[src/rtl/ssp_tx_arbiter_pkg.sv]
// ssp_pkg -- shared definitions for the SSP transmit arbiter slice.
//   ssp_state_t        : arbiter FSM encoding (IDLE / GRANT0 / GRANT1)
//   SSP_BURST_LEN_DEF  : default maximum pops per grant
//   SSP_WORD_W         : SSP word width
package ssp_pkg;

  localparam int SSP_WORD_W        = 8;
  localparam int SSP_BURST_LEN_DEF = 4;

  typedef enum logic [1:0] {
    IDLE   = 2'd0,
    GRANT0 = 2'd1,
    GRANT1 = 2'd2
  } ssp_state_t;

endpackage

[src/rtl/ssp_tx_arbiter_if.sv]
// ssp_tx_arbiter_if -- bundle of the two transmit sources and the serializer
// side of the SSP transmit arbiter.
//   slave  : arbiter view (takes source heads + TxNextWord, drives pops/Tx*)
//   master : environment view (sources and serializer)
interface ssp_tx_arbiter_if import ssp_pkg::*; ();

  logic [SSP_WORD_W-1:0] REQ0_DATA;
  logic                  REQ0_VALID;
  logic                  REQ0_NEXT;
  logic [SSP_WORD_W-1:0] REQ1_DATA;
  logic                  REQ1_VALID;
  logic                  REQ1_NEXT;
  logic [SSP_WORD_W-1:0] TxData;
  logic                  TxValidWord;
  logic                  TxIsEmpty;
  logic                  TxNextWord;
  logic                  GRANT_ID;
  logic                  BUSY;

  modport slave (
    input  REQ0_DATA, REQ0_VALID, REQ1_DATA, REQ1_VALID, TxNextWord,
    output REQ0_NEXT, REQ1_NEXT, TxData, TxValidWord, TxIsEmpty, GRANT_ID, BUSY
  );

  modport master (
    output REQ0_DATA, REQ0_VALID, REQ1_DATA, REQ1_VALID, TxNextWord,
    input  REQ0_NEXT, REQ1_NEXT, TxData, TxValidWord, TxIsEmpty, GRANT_ID, BUSY
  );

endinterface

[src/rtl/ssp_tx_arbiter_rr_pick.sv]
// ssp_rr_pick -- two-way round-robin winner select.
//   valid0/valid1 : request bits
//   lastId        : source granted most recently
//   winner        : chosen source; on a tie the one that was not last,
//                   otherwise whichever is valid (0 when neither)
module ssp_rr_pick (
  input  logic valid0,
  input  logic valid1,
  input  logic lastId,
  output logic winner
);

  always_comb begin
    winner = 1'b0;
    if (valid0 && valid1) winner = ~lastId;
    else if (valid1)      winner = 1'b1;
  end

endmodule

[src/rtl/ssp_tx_arbiter.sv]
// ssp_tx_arbiter -- round-robin arbiter feeding one SSP serializer from two
// transmit sources.
//   PCLK  : clock
//   CLEAR : asynchronous active-high reset
//   bus   : ssp_tx_arbiter_if.slave (source heads/pops, Tx word, grant status)
// A grant lasts until its source runs dry or, with SSP_TX_ARB_BURST_EN
// defined, BURST_LEN words have been popped. Without the macro every pop
// releases the grant and BURST_LEN is ignored. Each release costs exactly
// one IDLE cycle in which the next winner is picked.
module ssp_tx_arbiter import ssp_pkg::*; #(
  parameter int BURST_LEN = SSP_BURST_LEN_DEF
) (
  input  logic             PCLK,
  input  logic             CLEAR,
  ssp_tx_arbiter_if.slave  bus
);

  if (BURST_LEN < 1 || BURST_LEN > 16) begin : gBadLen
    $error("ssp_tx_arbiter: BURST_LEN out of range 1..16");
  end

  ssp_state_t state, nextState;
  logic       lastId;
  logic       winner;
  logic       pop;
  logic       lastPop;

  ssp_rr_pick uPick (
    .valid0 (bus.REQ0_VALID),
    .valid1 (bus.REQ1_VALID),
    .lastId (lastId),
    .winner (winner)
  );

  // Outputs follow the granted source combinationally; IDLE (and therefore
  // CLEAR, which forces IDLE asynchronously) presents an all-zero word.
  always_comb begin
    bus.TxData      = '0;
    bus.TxValidWord = 1'b0;
    bus.GRANT_ID    = 1'b0;
    bus.BUSY        = 1'b0;
    case (state)
      GRANT0: begin
        bus.TxData      = bus.REQ0_DATA;
        bus.TxValidWord = bus.REQ0_VALID;
        bus.BUSY        = 1'b1;
      end
      GRANT1: begin
        bus.TxData      = bus.REQ1_DATA;
        bus.TxValidWord = bus.REQ1_VALID;
        bus.GRANT_ID    = 1'b1;
        bus.BUSY        = 1'b1;
      end
      default: ;
    endcase
  end

  assign bus.TxIsEmpty = ~(bus.REQ0_VALID | bus.REQ1_VALID);

  // TxValidWord is low in IDLE, so a stray TxNextWord there never pops.
  assign pop           = bus.TxNextWord & bus.TxValidWord;
  assign bus.REQ0_NEXT = pop & (state == GRANT0);
  assign bus.REQ1_NEXT = pop & (state == GRANT1);

`ifdef SSP_TX_ARB_BURST_EN
  localparam int CNT_W = $clog2(BURST_LEN) + 1;
  logic [CNT_W-1:0] cnt;

  assign lastPop = (cnt == CNT_W'(BURST_LEN - 1));

  // Zeroed in IDLE so every grant starts counting from 0; the final pop of a
  // burst wraps to 0 rather than reaching BURST_LEN.
  always_ff @(posedge PCLK or posedge CLEAR) begin
    if (CLEAR)                cnt <= '0;
    else if (state == IDLE)   cnt <= '0;
    else if (pop)             cnt <= lastPop ? '0 : cnt + CNT_W'(1);
  end
`else
  assign lastPop = 1'b1;
`endif

  always_ff @(posedge PCLK or posedge CLEAR) begin
    if (CLEAR) begin
      state  <= IDLE;
      lastId <= 1'b1;  // source 0 wins the first tie
    end else begin
      state <= nextState;
      if (state == IDLE && (bus.REQ0_VALID || bus.REQ1_VALID)) lastId <= winner;
    end
  end

  always_comb begin
    nextState = state;
    case (state)
      IDLE: begin
        if (bus.REQ0_VALID || bus.REQ1_VALID) nextState = winner ? GRANT1 : GRANT0;
      end
      GRANT0: begin
        if (pop ? lastPop : !bus.REQ0_VALID) nextState = IDLE;
      end
      GRANT1: begin
        if (pop ? lastPop : !bus.REQ1_VALID) nextState = IDLE;
      end
      default: nextState = IDLE;
    endcase
  end

endmodule

[src/flat_wrapper.sv]
// flat-port wrapper written by rule: the top's interface ports become plain ports
module ssp_tx_arbiter_flat import ssp_pkg::*;
#(
  parameter int BURST_LEN = SSP_BURST_LEN_DEF
)
  (PCLK, CLEAR, bus_REQ0_DATA, bus_REQ0_VALID, bus_REQ1_DATA, bus_REQ1_VALID, bus_TxNextWord, bus_REQ0_NEXT, bus_REQ1_NEXT, bus_TxData, bus_TxValidWord, bus_TxIsEmpty, bus_GRANT_ID, bus_BUSY);
  ssp_tx_arbiter_if bus_i ();
  input  logic PCLK;
  input  logic CLEAR;
  input wire logic [$bits(bus_i.REQ0_DATA)-1:0] bus_REQ0_DATA;
  input wire logic [$bits(bus_i.REQ0_VALID)-1:0] bus_REQ0_VALID;
  input wire logic [$bits(bus_i.REQ1_DATA)-1:0] bus_REQ1_DATA;
  input wire logic [$bits(bus_i.REQ1_VALID)-1:0] bus_REQ1_VALID;
  input wire logic [$bits(bus_i.TxNextWord)-1:0] bus_TxNextWord;
  output wire logic [$bits(bus_i.REQ0_NEXT)-1:0] bus_REQ0_NEXT;
  output wire logic [$bits(bus_i.REQ1_NEXT)-1:0] bus_REQ1_NEXT;
  output wire logic [$bits(bus_i.TxData)-1:0] bus_TxData;
  output wire logic [$bits(bus_i.TxValidWord)-1:0] bus_TxValidWord;
  output wire logic [$bits(bus_i.TxIsEmpty)-1:0] bus_TxIsEmpty;
  output wire logic [$bits(bus_i.GRANT_ID)-1:0] bus_GRANT_ID;
  output wire logic [$bits(bus_i.BUSY)-1:0] bus_BUSY;
  assign bus_i.REQ0_DATA = bus_REQ0_DATA;
  assign bus_i.REQ0_VALID = bus_REQ0_VALID;
  assign bus_i.REQ1_DATA = bus_REQ1_DATA;
  assign bus_i.REQ1_VALID = bus_REQ1_VALID;
  assign bus_i.TxNextWord = bus_TxNextWord;
  assign bus_REQ0_NEXT = bus_i.REQ0_NEXT;
  assign bus_REQ1_NEXT = bus_i.REQ1_NEXT;
  assign bus_TxData = bus_i.TxData;
  assign bus_TxValidWord = bus_i.TxValidWord;
  assign bus_TxIsEmpty = bus_i.TxIsEmpty;
  assign bus_GRANT_ID = bus_i.GRANT_ID;
  assign bus_BUSY = bus_i.BUSY;
  ssp_tx_arbiter #(.BURST_LEN(BURST_LEN)) u_core (.PCLK(PCLK), .CLEAR(CLEAR), .bus(bus_i));
endmodule
[config.mk]
export PLATFORM = sky130hd
export DESIGN_NAME = ssp_tx_arbiter_flat
export DESIGN_NICKNAME = d
export VERILOG_FILES = /design/src/rtl/ssp_tx_arbiter_pkg.sv /design/src/rtl/ssp_tx_arbiter_if.sv /design/src/rtl/ssp_tx_arbiter_rr_pick.sv /design/src/rtl/ssp_tx_arbiter.sv /design/src/flat_wrapper.sv
export SDC_FILE = /design/constraint.sdc
export NUM_CORES = 1
export LEC_CHECK = 0
export ABC_AREA = 0
export CORE_AREA = 2 2 39 41
export CTS_BUF_LIST = sky130_fd_sc_hd__clkbuf_8
export CTS_CLUSTER_SIZE = 28
export DETAILED_ROUTE_END_ITERATION = 8
export DIE_AREA = 0 0 41 43
export PLACE_DENSITY_LB_ADDON = 0.05
export SLEW_MARGIN = 20
export SYNTH_ARGS = -nofsm -noshare
export SYNTH_HDL_FRONTEND = slang
export SYNTH_SLANG_ARGS = --single-unit
[constraint.sdc]
create_clock -name PCLK -period 3.1 [get_ports PCLK]
set_input_delay 0.465 -clock PCLK [delete_from_list [all_inputs] [get_ports PCLK]]
set_output_delay 0.465 -clock PCLK [all_outputs]
set_load 0.02 [all_outputs]
# After elaboration in Yosys (flattened, before gate mapping)
# Index checks and enable logic that the tools add are counted.
# totals
word_cells,34
n_memories,0
reg_bits,3
ram_bits,0
rom_bits,0
out_inout_bits,14
input_bits,21
latchBits,0
# classes
shifts,0
reduce_logical,8
mul,0
div_mod_pow,0
n_addsub,0
muxes,13
n_bitwise,6
order_cmp,0
n_eq_ne,5
# op_table
cell,n
8-bit case mux with 2 select lines,1
2-bit two-way mux,4
1-bit two-way mux,6
"2-bit inequality test, second input constant",3
2-bit case mux with 3 select lines,1
1-bit bitwise AND,3
3-bit AND reduction,1
"2-bit by 1-bit == test with 1-bit output, second input constant",1
"2-bit == test, second input constant",1
1-bit logical AND,2
1-bit zero test,2
2-bit zero test,1
1-bit inverter,2
1-bit case mux with 2 select lines,1
2-bit OR reduction,1
1-bit logical OR,1
1-bit bitwise OR,1

# Depth between registers and ports, before layout
# Gate-level depths: netlist (run 1).
# logic_depth
ltp_word,6
ltp_mapped,6
mapped_depth_nobuf,6

# Modules after synthesis
# Synthesis (run 1) repeated with hierarchy kept, for this count alone.
# unflattened
cells_unflattened,46
area_unflattened_um2,382.9
# modules_own_cells
mod,seq_area_each_um2,cells_per_inst,n_inst,area_each_um2
ssp_tx_arbiter,76.3,45,1,371.6
ssp_rr_pick,0.0,1,1,11.3

# Worst setup path before layout (run 1)
# Ideal clock, no wire load.
# synth_path
path_kind,register -> output
startpoint,reg u_core.state[0]
endpoint,out bus_TxData[0]
stages_incl_launch_ff,6
required_time_ns,2.635
arrival_time_ns,1.498
slack_ns,1.137
path_buffers,1
path_cell_list,dfrtp_1 -> inv_1 -> ha_1 -> clkbuf_1 -> a22oi_1 -> nor2b_1
# synth_between
elab_chain_cells,2
elab_cells_between_ends,3
cone_classes,2 x eq/ne; 1 x mux
# synth_lines
item,line,text
from (decl),ssp_tx_arbiter.sv:22,"ssp_state_t state, nextState;"
from (signal assigned),ssp_tx_arbiter.sv:87,state <= nextState;
2-bit == test / 2-bit by 1-bit == test with 1-bit output (equally long branches),ssp_tx_arbiter.sv:42,case (state)
8-bit case mux with 2 select lines *,ssp_tx_arbiter.sv:42,
to (decl),flat_wrapper.sv:17,output wire logic [$bits(bus_i.TxData)-1:0] bus_TxData;
# Every way passes the cells marked *; elsewhere a longest branch is shown, timed or not.

# Final worst setup path (run 1)
# layout_path
startpoint,reg u_core.state[1]
endpoint,out bus_TxValidWord
# layout_between
elab_chain_cells,2
elab_cells_between_ends,3
cone_classes,2 x eq/ne; 1 x mux
# layout_lines
item,line,text
2-bit == test / 2-bit by 1-bit == test with 1-bit output (equally long branches),ssp_tx_arbiter.sv:42,
1-bit case mux with 2 select lines *,ssp_tx_arbiter.sv:42,
to (decl),flat_wrapper.sv:18,output wire logic [$bits(bus_i.TxValidWord)-1:0] bus_TxValidWord;
# Marked as above.

==> results of run 1 <==
-- state kept, by name, indices dropped and copies added, names as in the netlist --
name           count
u_core.lastId      1
u_core.state       2
-- metal layers --
layer | part of all wire | vias to the layer above | global-route usage
li1 | - | 251 | -
met1 | 0.40 | 225 | 0.1780
met5 | 0 | - | 0
met3 | 0.17 | 0 | 0.06806
met4 | 0 | 0 | 0.06000
met2 | 0.44 | 26 | 0.2156
-- cell families (layout without fill, tap and decap cells) --
logic type | Yosys count | count (layout) | synth area share
buffers and inverters | 10 | 44 | 0.1143
adders and majority gates | 3 | 3 | 0.09525
AOI/OAI and AO/OA | 21 | 21 | 0.4000
and+or+nand+nor | 14 | 14 | 0.1968
DFF | 3 | 3 | 0.1937
-- worst paths after layout --
kind,startpoint,end,cells past startpoint
min in group PCLK,u_core.lastId,u_core.lastId,2
worst max register to register,u_core.state[1],u_core.state[0],6
worst min register to register,u_core.lastId,u_core.lastId,2
max in group asynchronous,CLEAR,u_core.lastId,2
worst min-delay path,CLEAR,u_core.state[0],2
worst max-delay path,u_core.state[1],bus_TxValidWord,5
-- layout make-up --
class | count | share of cell area
inverter | 6 | 0.02899
clock buffer | 3 | 0.05314
clock inverter | 1 | 0.004831
multi-input combinational | 38 | 0.3510
tap | 16 | 0.02576
sequential | 3 | 0.09823
timing repair buffer | 34 | 0.4380
-- layout by cell type, fill, tap and decap left out, types with 2 or more instances in the layout --
| cell type | n |
|---|---|
| dfrtp_1 | 2 |
| ha_1 | 3 |
| a22oi_1 | 8 |
| clkbuf_8 | 3 |
| clkdlybuf4s50_1 | 34 |
| nor2_1 | 3 |
| nand3_1 | 2 |
| inv_1 | 7 |
| a21oi_1 | 3 |
| nor2b_1 | 9 |
-- power by group through the flow --
stage          logic (W)  registers (W)  clock network [W]
2_1_floorplan   0.000291      0.0000725                  0
3_3_place_gp    0.000454      0.0000758                  0
3_5_place_dp    0.000453      0.0000768                  0
4_1_cts         0.000455      0.0000764           0.000110
5_1_grt         0.000491      0.0000789           0.000115
6_report        0.000448      0.0000763           0.000108
-- per-stage QoR --
| stage | cells | utilization | total power (W) | instance area [sq um] |
|---|---|---|---|---|
| CTS | 101 | 0.5615 | 0.0006414 | 777.0 |
| floorplan | 51 | - | 0.0003634 | 394.1 |
| global placement | 97 | 0.5289 | 0.0005297 | 732.0 |
| finish | 101 | 0.5615 | 0.0006323 | 777.0 |
| detailed placement | 97 | 0.5289 | 0.0005301 | 732.0 |
| global route | 101 | 0.5615 | 0.0006850 | 777.0 |
-- worst register-to-register path, stage by stage (launching register included) --
cell	delay [ns]
dfrtp_1	0.39
inv_1	0.08
ha_1	0.43
a22oi_2	0.17
a21o_4	0.22
a32oi_1	0.18
o22ai_1	0.11
==> impl_metrics.yaml, run 1 <==
route:
  viasPerCell: 4.970
  wl_per_cell_um: 11.83
  num_vias: 502
  ant_nets: 0
  drt_iter0_drc: 8
  wirelength_um: 1195
  dr.pass1.iters: 3
  drc: 0
layout:
  fillCellCount: 141
  multi_input_area_sq_um: 272.8
  antenna_cells: 0
  area_delta_synth_final_pct: 97.14
  ff_latch_area_sq_um: 76.32
  final_net_count: 110
  final_layout_size_suffix_gt1_frac: 0.07059
timing:
  slew_headroom: 0.6973
  rsz0062_at_grt: "no"
  tightest_slew_ns: 0.4541
  fmax_ghz: 0.4011
  drv_slew: 0
  setup_ws_ns: 0.6070
  finalHoldViolCount: 0
  finalCriticalPeriod_ns: 2.493
  timing.hold.ws_ns: 0.4194
  setup_tns_ns: 0
  post-route-period-util: 0.8042
  skew_ns: 0.0005080
  setup_violations: 0
place:
  port-buffer-count: 34
  pre_cts_ws_ns: 0.6277
  gp_congestion: 0.6406
floorplan:
  pin_count: 35
  die_h_um: 43
  rows: 14
  die_w_um: 41
  start_util: 0.2848
  die_area_sq_um: 1763
  core_area_sq_um: 1384
clocking:
  cts_tree: "done"
  cts_buffer_depth: 2
  cts_buffers: 3
  clkTransAtPathRegs_ns: 0.03
  post-cts-setup-buffers: 0
  htreeDepth: 1
  cts_root_buf: "clkbuf_8"
  clk_latency_ns: 0.21
  cts_hold_buf: 0
  cts_resized: 0
  clock_sinks: 3
global_routing:
  antenna_found_initial: 0
  grt_start_max_net_pins: 15
  grt_pass1_wl_um: 1780
  track_usage: 0.1469
  grt_pass1_vias: 425
  grt_overflow_total: 0
critical_path:
  cp_num_buf_inv: 2
  cp.arrival_ns: 2.03
  end_kind: "primary output"
  worstSetupPathType: "reg -> out"
  required_ns: 2.63
  path_cells: "inv_1 > ha_1 > a22oi_2 > nor2b_1 > clkdlybuf4s50_1"
  cpMaxStageDelayCell: "clkdlybuf4s50_1"
  cp_max_fo: 12
  critical-path-max-stage-delay_ns: 0.61
  cp-start-kind: "flop"
  rrSetupSlack_ns: 1.39
  cpLargestDelayFamily: "buffers and inverters"
yosys:
  ys_ff_latch: 3
  synth_edf_count: 0
  yosysWarningCount: 0
  yosys-top-cells-count: "9 x nor2b_1, 8 x a22oi_1, 6 x inv_1"
  synth_flop_cell: "dfrtp_1"
  netlist_instances: 51
  synth_cell_types: 21
  yosysMostFrequentCell: "nor2b_1"
  yosys.area.top_type: "a22oi_1"
  ys_seq_area_frac: 0.1937
  synth_top_area_frac: 0.1524
  synthArstFlopShare: 1.000
  syn_area_sq_um: 394.1
  avgSynthCellArea_sq_um: 7.728
  synth_fp_nets: 75
  synth_area_leaders: "a22oi_1 15%, nor2b_1 14%, dfrtp_1 13%"
power_and_ir_drop:
  combPwrFrac: 0.709
  switchingPower_w: 0.0002670
  p_seq_frac: 0.121
  peakVddDrop_mv: 0.4876
  internal_power_w: 0.0003653
  switching_share: 0.4222
  p_leak_nw: 0.2988
  p_clk_frac: 0.170
  cellPowerDensity_nw_per_um2: 813.8
min_path:
  hp-class: "in -> async"
outcome:
  status: "finished, final reports clean"
flow_run:
  cap_violations: 0
Note: power is estimated with default switching activity, not from simulation.
==> run 2: changes to the inputs <==
Settings changed: CORE_AREA 2 2 39 41 to not set, CORE_UTILIZATION set to 28, DIE_AREA 0 0 41 43 to not set.
Clock period 3.1 ns to 2.1 ns, I/O delays scaled along.
==> run 2 against run 1 <==
Against the previous run: global-route usage increased by 5.4 points; sequential cell count unchanged; die area decreased by 11%; via count increased by 2.6%; register-to-register slack got worse by 0.92 ns; non-clock buffer count increased by 4.
==> impl_metrics.yaml, run 2 (synthesized netlist as in run 1, its figures left out) <==
timing:
  timing.hold.ws_ns: 0.2833
  drv_slew: 0
  tightest_slew_ns: 0.2272
  finalCriticalPeriod_ns: 1.954
  slew_headroom: 0.8481
  rsz0062_at_grt: "no"
  skew_ns: 0.003750
  post-route-period-util: 0.9305
  finalHoldViolCount: 0
  setup_tns_ns: 0
  fmax_ghz: 0.5118
  setup_ws_ns: 0.1459
  setup_violations: 0
layout:
  largest_register_ffs: 2
  final_core_util: 0.6288
  final_net_count: 114
  fillCellCount: 131
  final_cell_mix: "22 x clkdlybuf4s50_1, 12 x dlygate4sd2_1, 9 x nor2b_1"
  largest-register: "u_core.state"
  area_delta_synth_final_pct: 107.6
  final_layout_size_suffix_gt1_frac: 0.1236
  final_common_cell: "clkdlybuf4s50_1"
  reg.largest.list: "u_core.state: 2 flops, u_core.lastId: 1 flops"
  antenna_cells: 0
  final_area_sq_um: 818.3
clocking:
  cts_hold_buf: 0
  cts_tree: "done"
  clk_latency_ns: 0.22
  cts_buffers: 3
  htreeDepth: 1
  cts_root_buf: "clkbuf_8"
  cts_buffer_depth: 2
  clock_sinks: 3
  clkTransAtPathRegs_ns: 0.03
floorplan:
  pin_count: 35
  rows: 13
  core_area_sq_um: 1301
  die_h_um: 39.52
  die_w_um: 39.52
  die_area_sq_um: 1561
  start_util: 0.3029
min_path:
  hp-class: "in -> async"
global_routing:
  track_usage: 0.2005
  antenna_found_initial: 0
  grt_pass1_wl_um: 2076
  grt_overflow_total: 0
  grt_pass1_vias: 511
  grt_start_max_net_pins: 13
route:
  drc: 0
  wirelength_um: 1323
  dr.pass1.iters: 4
  drt_iter0_drc: 8
  ant_nets: 0
  viasPerCell: 4.952
  num_vias: 515
  wl_per_cell_um: 12.72
critical_path:
  worstSetupPathType: "reg -> out"
  end_kind: "primary output"
  r2r_cells: 6
  required_ns: 1.78
  cp.arrival_ns: 1.64
  cp_max_fo: 12
  rrSetupSlack_ns: 0.47
  cp-start-kind: "flop"
flow_run:
  cap_violations: 0
place:
  pre_cts_ws_ns: 0.06573
  port-buffer-count: 34
  gp_congestion: 0.6331
  dpl.hpwl_um: 1044
  postPlaceCellArea_sq_um: 785.8
power_and_ir_drop:
  peakVddDrop_mv: 0.6596
  p_leak_nw: 0.3755
  cellPowerDensity_nw_per_um2: 1199
outcome:
  status: "finished, final reports clean"
[run 2: cell count changes in the layout (fill, tap and decap cells not counted), sizes merged]
cell           previous run  this run
buf                       0         4
dlygate4sd2               0        12
clkdlybuf4s50            34        22
[run 2: per-layer routing]
layer / wire, um / GRT usage / vias up
li1: - / - / 259
met1: 524 / 0.2020 / 229
met2: 663 / 0.3852 / 27
met3: 135 / 0.07955 / 0
met4: 0 / 0.02586 / 0
met5: 0 / 0 / -
[run 2: path summary, 6_finish.rpt]
path / startpoint / to
setup / recovery: u_core.state[0] / bus_GRANT_ID
hold / removal: CLEAR / u_core.state[1]
setup reg to reg: u_core.state[0] / u_core.state[0]
hold reg to reg: u_core.lastId / u_core.lastId
max in group asynchronous: CLEAR / u_core.lastId
min in group PCLK: u_core.lastId / u_core.lastId
[run 2: layout make-up]
type,count,area [sq um],area share
clock buffers,3,41.29,0.05046
clock inverters,1,3.754,0.004587
inverters,6,22.52,0.02752
multi-input cells,38,275.3,0.3364
flip-flops and latches,3,76.32,0.09327
well taps,15,18.77,0.02294
repair buffers,38,380.4,0.4648
[run 2: per-stage QoR]
step	instances	total power (W)
5_1_grt	104	0.001062
4_1_cts	104	0.0009904
2_1_floorplan	51	0.0005365
3_5_place_dp	100	0.0008611
6_report	104	0.0009815
3_3_place_gp	100	0.0008654
[run 2: what timing repair did]
item	4_1_cts	5_1_grt
endpoints found under the hold margin	0	0
buffers inserted	0	0
resized for setup	13	0
setup endpoints to repair	12	0
[run 2: worst max-delay path, cell delays in order, from the launching register on]
cell	delay [ns]
dfrtp_1	0.37
inv_1	0.12
ha_1	0.21
buf_12	0.14
clkdlybuf4s50_1	0.60
[run 2: report_power, final]
group	total, W	internal, W	switching [W]
registers	0.000112	0.0000917	0.0000204
logic	0.000707	0.000353	0.000353
clock network	0.000163	0.000124	0.0000384
total	0.000982	0.000569	0.000412
